[config.mk]
export PLATFORM = sky130hd
export DESIGN_NAME = ntt_addr_gen
export DESIGN_NICKNAME = d
export VERILOG_FILES = /design/src/rtl/ntt_addr_gen.sv
export SDC_FILE = /design/constraint.sdc
export NUM_CORES = 1
export LEC_CHECK = 0
export CAP_MARGIN = 20
export CORE_MARGIN = 3
export CORE_UTILIZATION = 45
export CTS_BUF_LIST = sky130_fd_sc_hd__clkbuf_8
export DETAILED_ROUTE_END_ITERATION = 8
export PLACE_DENSITY = 0.84
export SLEW_MARGIN = 10
export SYNTH_ARGS = -nofsm -noshare
export SYNTH_HDL_FRONTEND = slang
export SYNTH_SLANG_ARGS = --single-unit
[constraint.sdc]
create_clock -name clk_i -period 4.6 [get_ports clk_i]
set_input_delay 1.38 -clock clk_i [delete_from_list [all_inputs] [get_ports clk_i]]
set_output_delay 1.38 -clock clk_i [all_outputs]
set_load 0.005 [all_outputs]
[src/rtl/ntt_addr_gen.sv]
// Butterfly operand sequencer for forward/inverse NTT over a 2^LOGN coefficient bank.
// Emits one (addr_a, addr_b, twiddle) descriptor per valid/ready handshake, with drain bubbles between layers.
module ntt_addr_gen #(
    parameter int LOGN         = 8,
    parameter int DRAIN_CYCLES = 4
) (
    input  logic            clk_i,
    input  logic            rst_ni,
    input  logic            start_i,
    input  logic            inverse_i,
    input  logic            sel_red_i,
    output logic            valid_o,
    input  logic            ready_i,
    output logic [LOGN-1:0] addr_a_o,
    output logic [LOGN-1:0] addr_b_o,
    output logic [LOGN-1:0] twiddle_idx_o,
    output logic            twiddle_neg_o,
    output logic            sel_butterfly_o,
    output logic            sel_red_o,
    output logic            last_o,
    output logic            busy_o,
    output logic            done_o
);

    localparam int HW = LOGN - 1;
    localparam int LW = $clog2(LOGN);
    localparam int DW = (DRAIN_CYCLES > 1) ? $clog2(DRAIN_CYCLES) : 1;

    typedef enum logic [1:0] {
        S_IDLE,
        S_RUN,
        S_DRAIN,
        S_DONE
    } state_e;

    state_e          state_q, state_d;
    logic [HW-1:0]   cnt_q, cnt_d;
    logic [LW-1:0]   layer_q, layer_d;
    logic [DW-1:0]   drain_q, drain_d;
    logic            inv_q, inv_d;
    logic            red_q, red_d;

    logic [HW-1:0]   mask;
    logic [HW-1:0]   grp;
    logic [LOGN-1:0] len;
    logic [LOGN-1:0] pow;
    logic [LOGN-1:0] grp_w;
    logic [LOGN-1:0] addr_a;
    logic [LOGN-1:0] addr_b;
    logic [LOGN-1:0] tw_idx;
    logic [LW-1:0]   layer_last;
    logic [LW-1:0]   layer_next;
    logic [LW-1:0]   layer_first;
    logic            run;
    logic            hs;
    logic            layer_end;
    logic            final_layer;
    logic            drain_end;

    // len = 2^(HW-l); the counter's low bits are the offset, its high bits the group,
    // so addr_a is the counter with a zero slot inserted at the len bit position.
    always_comb begin
        mask   = {HW{1'b1}} >> layer_q;
        grp    = cnt_q >> (LW'(HW) - layer_q);
        len    = {1'b0, mask} + LOGN'(1);
        pow    = LOGN'(1) << layer_q;
        grp_w  = {1'b0, grp};
        addr_a = {cnt_q & ~mask, 1'b0} | {1'b0, cnt_q & mask};
        addr_b = addr_a | len;
        tw_idx = inv_q ? (pow | (~grp_w & (pow - LOGN'(1)))) : (pow | grp_w);
    end

    assign run         = (state_q == S_RUN);
    assign hs          = run & ready_i;
    assign layer_end   = (cnt_q == {HW{1'b1}});
    assign layer_last  = red_q ? LW'(LOGN - 2) : LW'(LOGN - 1);
    assign final_layer = inv_q ? (layer_q == '0) : (layer_q == layer_last);
    assign layer_next  = inv_q ? (layer_q - LW'(1)) : (layer_q + LW'(1));
    assign layer_first = inverse_i ? (sel_red_i ? LW'(LOGN - 2) : LW'(LOGN - 1)) : '0;
    assign drain_end   = (drain_q == DW'(DRAIN_CYCLES - 1));

    always_comb begin
        // NOTE: every next-state signal gets a default first so no path infers a latch.
        state_d = state_q;
        cnt_d   = cnt_q;
        layer_d = layer_q;
        drain_d = drain_q;
        inv_d   = inv_q;
        red_d   = red_q;
        case (state_q)
            S_IDLE: begin
                if (start_i) begin
                    state_d = S_RUN;
                    inv_d   = inverse_i;
                    red_d   = sel_red_i;
                    layer_d = layer_first;
                    cnt_d   = '0;
                    drain_d = '0;
                end
            end
            S_RUN: begin
                if (hs) begin
                    if (layer_end) begin
                        cnt_d = '0;
                        if (DRAIN_CYCLES == 0) begin
                            if (final_layer) begin
                                state_d = S_DONE;
                            end else begin
                                layer_d = layer_next;
                            end
                        end else begin
                            state_d = S_DRAIN;
                            drain_d = '0;
                        end
                    end else begin
                        cnt_d = cnt_q + HW'(1);
                    end
                end
            end
            S_DRAIN: begin
                drain_d = drain_q + DW'(1);
                if (drain_end) begin
                    drain_d = '0;
                    if (final_layer) begin
                        state_d = S_DONE;
                    end else begin
                        state_d = S_RUN;
                        layer_d = layer_next;
                    end
                end
            end
            S_DONE: begin
                state_d = S_IDLE;
                layer_d = '0;
                cnt_d   = '0;
            end
            default: state_d = S_IDLE;
        endcase
    end

    // NOTE: state registers use non-blocking assignments so all flops update together at the edge.
    always_ff @(posedge clk_i or negedge rst_ni) begin
        if (!rst_ni) begin
            state_q <= S_IDLE;
            cnt_q   <= '0;
            layer_q <= '0;
            drain_q <= '0;
            inv_q   <= 1'b0;
            red_q   <= 1'b0;
        end else begin
            state_q <= state_d;
            cnt_q   <= cnt_d;
            layer_q <= layer_d;
            drain_q <= drain_d;
            inv_q   <= inv_d;
            red_q   <= red_d;
        end
    end

    assign valid_o         = run;
    assign addr_a_o        = run ? addr_a : '0;
    assign addr_b_o        = run ? addr_b : '0;
    assign twiddle_idx_o   = run ? tw_idx : '0;
    assign twiddle_neg_o   = run & inv_q & ~red_q;
    assign sel_butterfly_o = inv_q;
    assign sel_red_o       = red_q;
    assign last_o          = run & final_layer & layer_end;
    assign busy_o          = run | (state_q == S_DRAIN);
    assign done_o          = (state_q == S_DONE);

endmodule
After elaboration in Yosys (flattened, before gate mapping):

Index checks and enable logic that the tools add are counted.

* register bits after elaboration: 16
* output and inout port bits: 31

* add/sub/neg operators: 7
* equal/unequal tests: 11
* shifts and indexed selects: 3
* multiplexer cells: 28
* bitwise operators: 16
* reduce and logical (&&, ||, !) cells: 10

Operator list (number)
* 8-bit 2-to-1 mux: 4
* 7-bit 2-to-1 mux: 3
* 7-bit case mux with 3 select lines: 1
* 2-bit 2-to-1 mux: 9
* 8-bit by 7-bit OR with 8-bit output: 2
* 8-bit OR: 2
* 3-bit 2-to-1 mux: 5
* 7-bit AND: 2
* 4-bit AND reduction: 3
* 3-bit case mux with 3 select lines: 1
* 3-bit nonzero test: 3
* 7-bit by 1-bit adder with 8-bit output, second input constant: 1
* 8-bit AND: 1
* 7-bit inverter with 8-bit output: 1
* 2-bit case mux with 4 select lines: 1
* 1-bit by 3-bit << shifter with 8-bit output, first input constant: 1
* 8-bit by 1-bit subtractor with 8-bit output, second input constant: 1
* 7-bit by 1-bit adder with 7-bit output, second input constant: 1
* 7-bit == test, second input constant: 1
* 7-bit inverter: 1
* 7-bit by 3-bit right shift with 7-bit output: 1
* 7-bit by 3-bit right shift with 7-bit output, first input constant: 1
* 2-bit == test, second input constant: 3
* 2-bit inequality test, second input constant: 3
* 16 further kinds: 23

Longest topological paths before layout:

Gate-level depths: netlist (run 1).

* depth after elaboration: 7
* mapped depth: 9

Worst setup path after synthesis (run 1):

OpenSTA, ideal clock, no wires.

* path type: flip-flop to output port
* from: register layer_q[0]
* to: output port twiddle_idx_o[2]
* data arrival time: 1.737 ns
* data required time: 3.220 ns
* path slack: 1.483 ns
* cell stages (with the launch flop): 10
* buffers on the path: 2
* path through: dfrtp_1 > buf_2 > clkbuf_1 > nor3_1 > inv_1 > ha_1 > nand2_1 > o21ai_0 > a221oi_1 > nor4_1

* cells in the longest elaborated chain, start to end: 7

Ends and longest elaborated chain
* start, declared: line 38 `logic [LW-1:0] layer_q, layer_d;`
* start signal, assigned: line 153 `layer_q <= layer_d;`
* 3-bit subtractor: line 64 `grp = cnt_q >> (LW'(HW) - layer_q);`
* 7-bit by 3-bit right shift with 7-bit output: line 64
* 7-bit inverter with 8-bit output: line 70 `tw_idx = inv_q ? (pow | (~grp_w & (pow - LOGN'(1)))) : (pow | grp_w);`
* 8-bit AND: line 70
* 8-bit OR: line 70
* 8-bit 2-to-1 mux *: line 70
* 8-bit 2-to-1 mux *: line 163 `assign twiddle_idx_o = run ? tw_idx : '0;`
* end, declared: line 16 `output logic [LOGN-1:0] twiddle_idx_o,`

Mark *: on every way between the ends. The rest lies on a longest branch, timed or not.

Final worst setup path (run 1):

Ends and elaborated chain as after synthesis.

==> results.yml, run 1 <==
status:
  status: "finished clean"
sta:
  hold_viol: 0
  rsz0062_at_grt: "no"
  tightest_slew_ns: 0.7289
  worst_clock_skew_ns: 0.002570
  setup_tns_ns: 0
  setup_viol: 0
  max_slew_margin: 0.5126
  finalMaxSlewViolations: 0
  period_share: 0.8815
  finalCriticalPeriod_ns: 4.055
  clock.fmax_ghz: 0.2466
yosys:
  synth_seq_cells: 16
  synthesis.area_mm2: 0.001653
  synthCells: 213
  synth.avg_cell_area_um2: 7.760
  synth_compound_area_frac: 0.2551
  synth_xor_area_frac: 0.02650
  synthAdderAreaFrac: 0.07267
  async_reset_ff_frac: 1.000
  synth-simple-area-share: 0.2392
  synth_top_family_by_area: "compound AO/OA/AOI/OAI gates"
  muxShareOfSynthArea: 0.09311
  synth_edf_count: 0
  ys.flop_type: "dfrtp_1"
  synth_nets: 228
  yosysUniqueCellTypes: 52
  yosys_warnings: 0
  ys_seq_area_frac: 0.2422
clock_tree:
  cts_tree: "yes"
  cts_max_level: 1
  clk_latency_ns: 0.25
  post-cts-setup-buffers: 0
  cts.clk_slew.worst_paths_ns: 0.06
  cts_max_path_buffers: 2
  clock-root-buffer: "clkbuf_8"
  cts_buffers: 3
  holdBufCountCts: 0
  cts-resized-gates: 0
  cts.sinks: 16
grt:
  grt_max_degree: 23
  first_global_vias: 1678
  grt-ovfl-total: 0
  antenna_found_initial: 0
  grt_usage: 0.2124
  grt_pass1_wl_um: 7472
placed_design:
  gp_congestion: 0.8645
  dpl.hpwl_um: 3114
  portBuffers: 36
setup_path:
  r2r_cells: 6
  cp-startpoint: "layer_q[0]"
  r2r_setup_slack_ns: 2.23
  critPathLaunchType: "flip-flop"
  regToRegEndpoint: "layer_q[1]"
  endpoint: "twiddle_idx_o[2]"
  worst-path-max-fanout: 21
  arrival_ns: 2.67
  end_kind: "primary output"
  setup.worst_path.class: "reg -> out"
  r2r-start: "state_q[1]"
  critical_path_required_ns: 3.22
route:
  drt-vias-per-instance: 6.021
  drt-total-wl_um: 4379
  postRouteAntennaNets: 0
  vias: 1698
  wl_per_cell_um: 15.53
  dr.first_iter.drc_count: 216
  dr.pass1.iters: 4
  drc_errors: 0
min_path:
  hp-class: "reg -> reg"
die:
  die_x_um: 66.61
  fp.dieH_um: 66.61
  die-area_mm2: 0.004436
  ios: 37
  start_util: 0.4802
  rows: 21
  core_area_mm2: 0.003442
power:
  irDropWorstVdd_mv: 0.3477
  p_leak_nw: 0.7933
  p_per_area_mw_per_mm2: 599.4
  sw_frac_of_total: 0.4754
  switching_power_mw: 0.5883
  power_frac_comb: 0.648
  finalPower_mw: 1.238
  clock_power_share: 0.101
  seqPwrFrac: 0.252
  p_int_mw: 0.6492
cells_and_area:
  antenna_cells: 0
  final_common_cell: "clkdlybuf4s50_1"
  nets: 252
  layout-drive-gt1-share: 0.07203
  syn2layout_area_growth_pct: 24.91
  mostFrequentLayoutCells: "clkdlybuf4s50_1, nand2_1, a21oi_1"
flow_run:
  maxCapViolCount: 0
[cell type report]
| type | instances | area, um^2 |
|---|---|---|
| Fill cell | 317 | 1378 |
| Multi-Input combinational cell | 167 | 1135 |
| Sequential cell | 16 | 400.4 |
| Timing Repair Buffer | 38 | 375.4 |
| Tap cell | 46 | 57.56 |
| Clock buffer | 4 | 55.05 |
| Inverter | 11 | 41.29 |
[routing by layer]
metal  GRT usage  vias up  routed length (um)
li1            -      823                   -
met1      0.2700      792                1862
met2      0.3589       70                2141
met4     0.06345        0                  77
met5           0        -                   0
met3     0.04384       13                 298
[how the worst min path moves through the flow]
stage	start	endpoint	slack [ns]	cells past startpoint
floorplan	drain_q[1]	drain_q[1]	0.50	2
global placement	drain_q[1]	drain_q[1]	0.52	2
detailed placement	drain_q[1]	drain_q[1]	0.53	2
CTS	drain_q[1]	drain_q[1]	0.54	2
global route	drain_q[1]	drain_q[1]	0.56	2
finish	drain_q[1]	drain_q[1]	0.54	2
[through the flow]
stage,instances,cell area (um^2),util,worst slack [ns],hold WS (ns)
floorplan,213,1653,-,1.483,0.4986
global placement,278,2009,0.5838,0.8465,0.5177
detailed placement,278,2009,0.5838,0.8294,0.5326
CTS,282,2064,0.5998,0.5451,0.5426
global route,282,2064,0.5998,0.3496,0.5627
finish,282,2064,0.5998,0.5452,0.5378
[cells in the mapped netlist, types with 5 or more instances]
cell       n  area share
nand2_1   21       0.048
a21oi_1   19       0.058
dfrtp_1   16        0.24
nor2_1    15       0.034
clkbuf_1  13       0.030
inv_1     11       0.025
nand3_1   10       0.030
o21ai_0   10       0.030
ha_1       8       0.061
mux2_2     7       0.048
nor3_1     6       0.018
a31oi_1    5       0.019
nand2b_1   5       0.019
o21bai_1   5       0.023
[sequential cells by signal, indices dropped and copies added (netlist names)]
signal           count
cnt_q                7
sel_red_o            1
state_q              2
sel_butterfly_o      1
layer_q              3
drain_q              2
[kinds of logic after synthesis]
| kind of cell | Yosys count |
|---|---|
| xor gates and xnor gates | 5 |
| and+or+nand+nor | 77 |
| AOI/OAI and AO/OA | 64 |
| adders and majority gates | 9 |
| buffers and inverters | 30 |
| muxes | 12 |
| DFF | 16 |
[power groups by stage]
stage	clock (mW)	combinational [mW]	sequential (mW)
after floorplan	0	0.599	0.231
after global placement	0	0.779	0.309
after detailed placement	0	0.791	0.311
after CTS	0.128	0.800	0.309
after global routing	0.136	0.901	0.324
final	0.125	0.802	0.311
[critical path, cell delays in order (launching register included)]
cell and delay, ns:
dfrtp_1 0.63, nor3_1 0.47, inv_1 0.12, ha_1 0.24, nand2_1 0.09, o21ai_0 0.10
a221oi_1 0.21, nor4_1 0.09, clkdlybuf4s50_1 0.47
(Power assumes the default switching activity.)
==> inputs of run 2 (changes only) <==
--- a/config.mk
+++ b/config.mk
@@ -5,7 +5,7 @@
 export SDC_FILE = /design/constraint.sdc
 export NUM_CORES = 1
 export LEC_CHECK = 0
-export CAP_MARGIN = 20
+export CAP_MARGIN = 30
 export CORE_MARGIN = 3
 export CORE_UTILIZATION = 45
 export CTS_BUF_LIST = sky130_fd_sc_hd__clkbuf_8
==> results of run 2 <==
The final DEF is identical to that of run 1; final timing and power are the same.
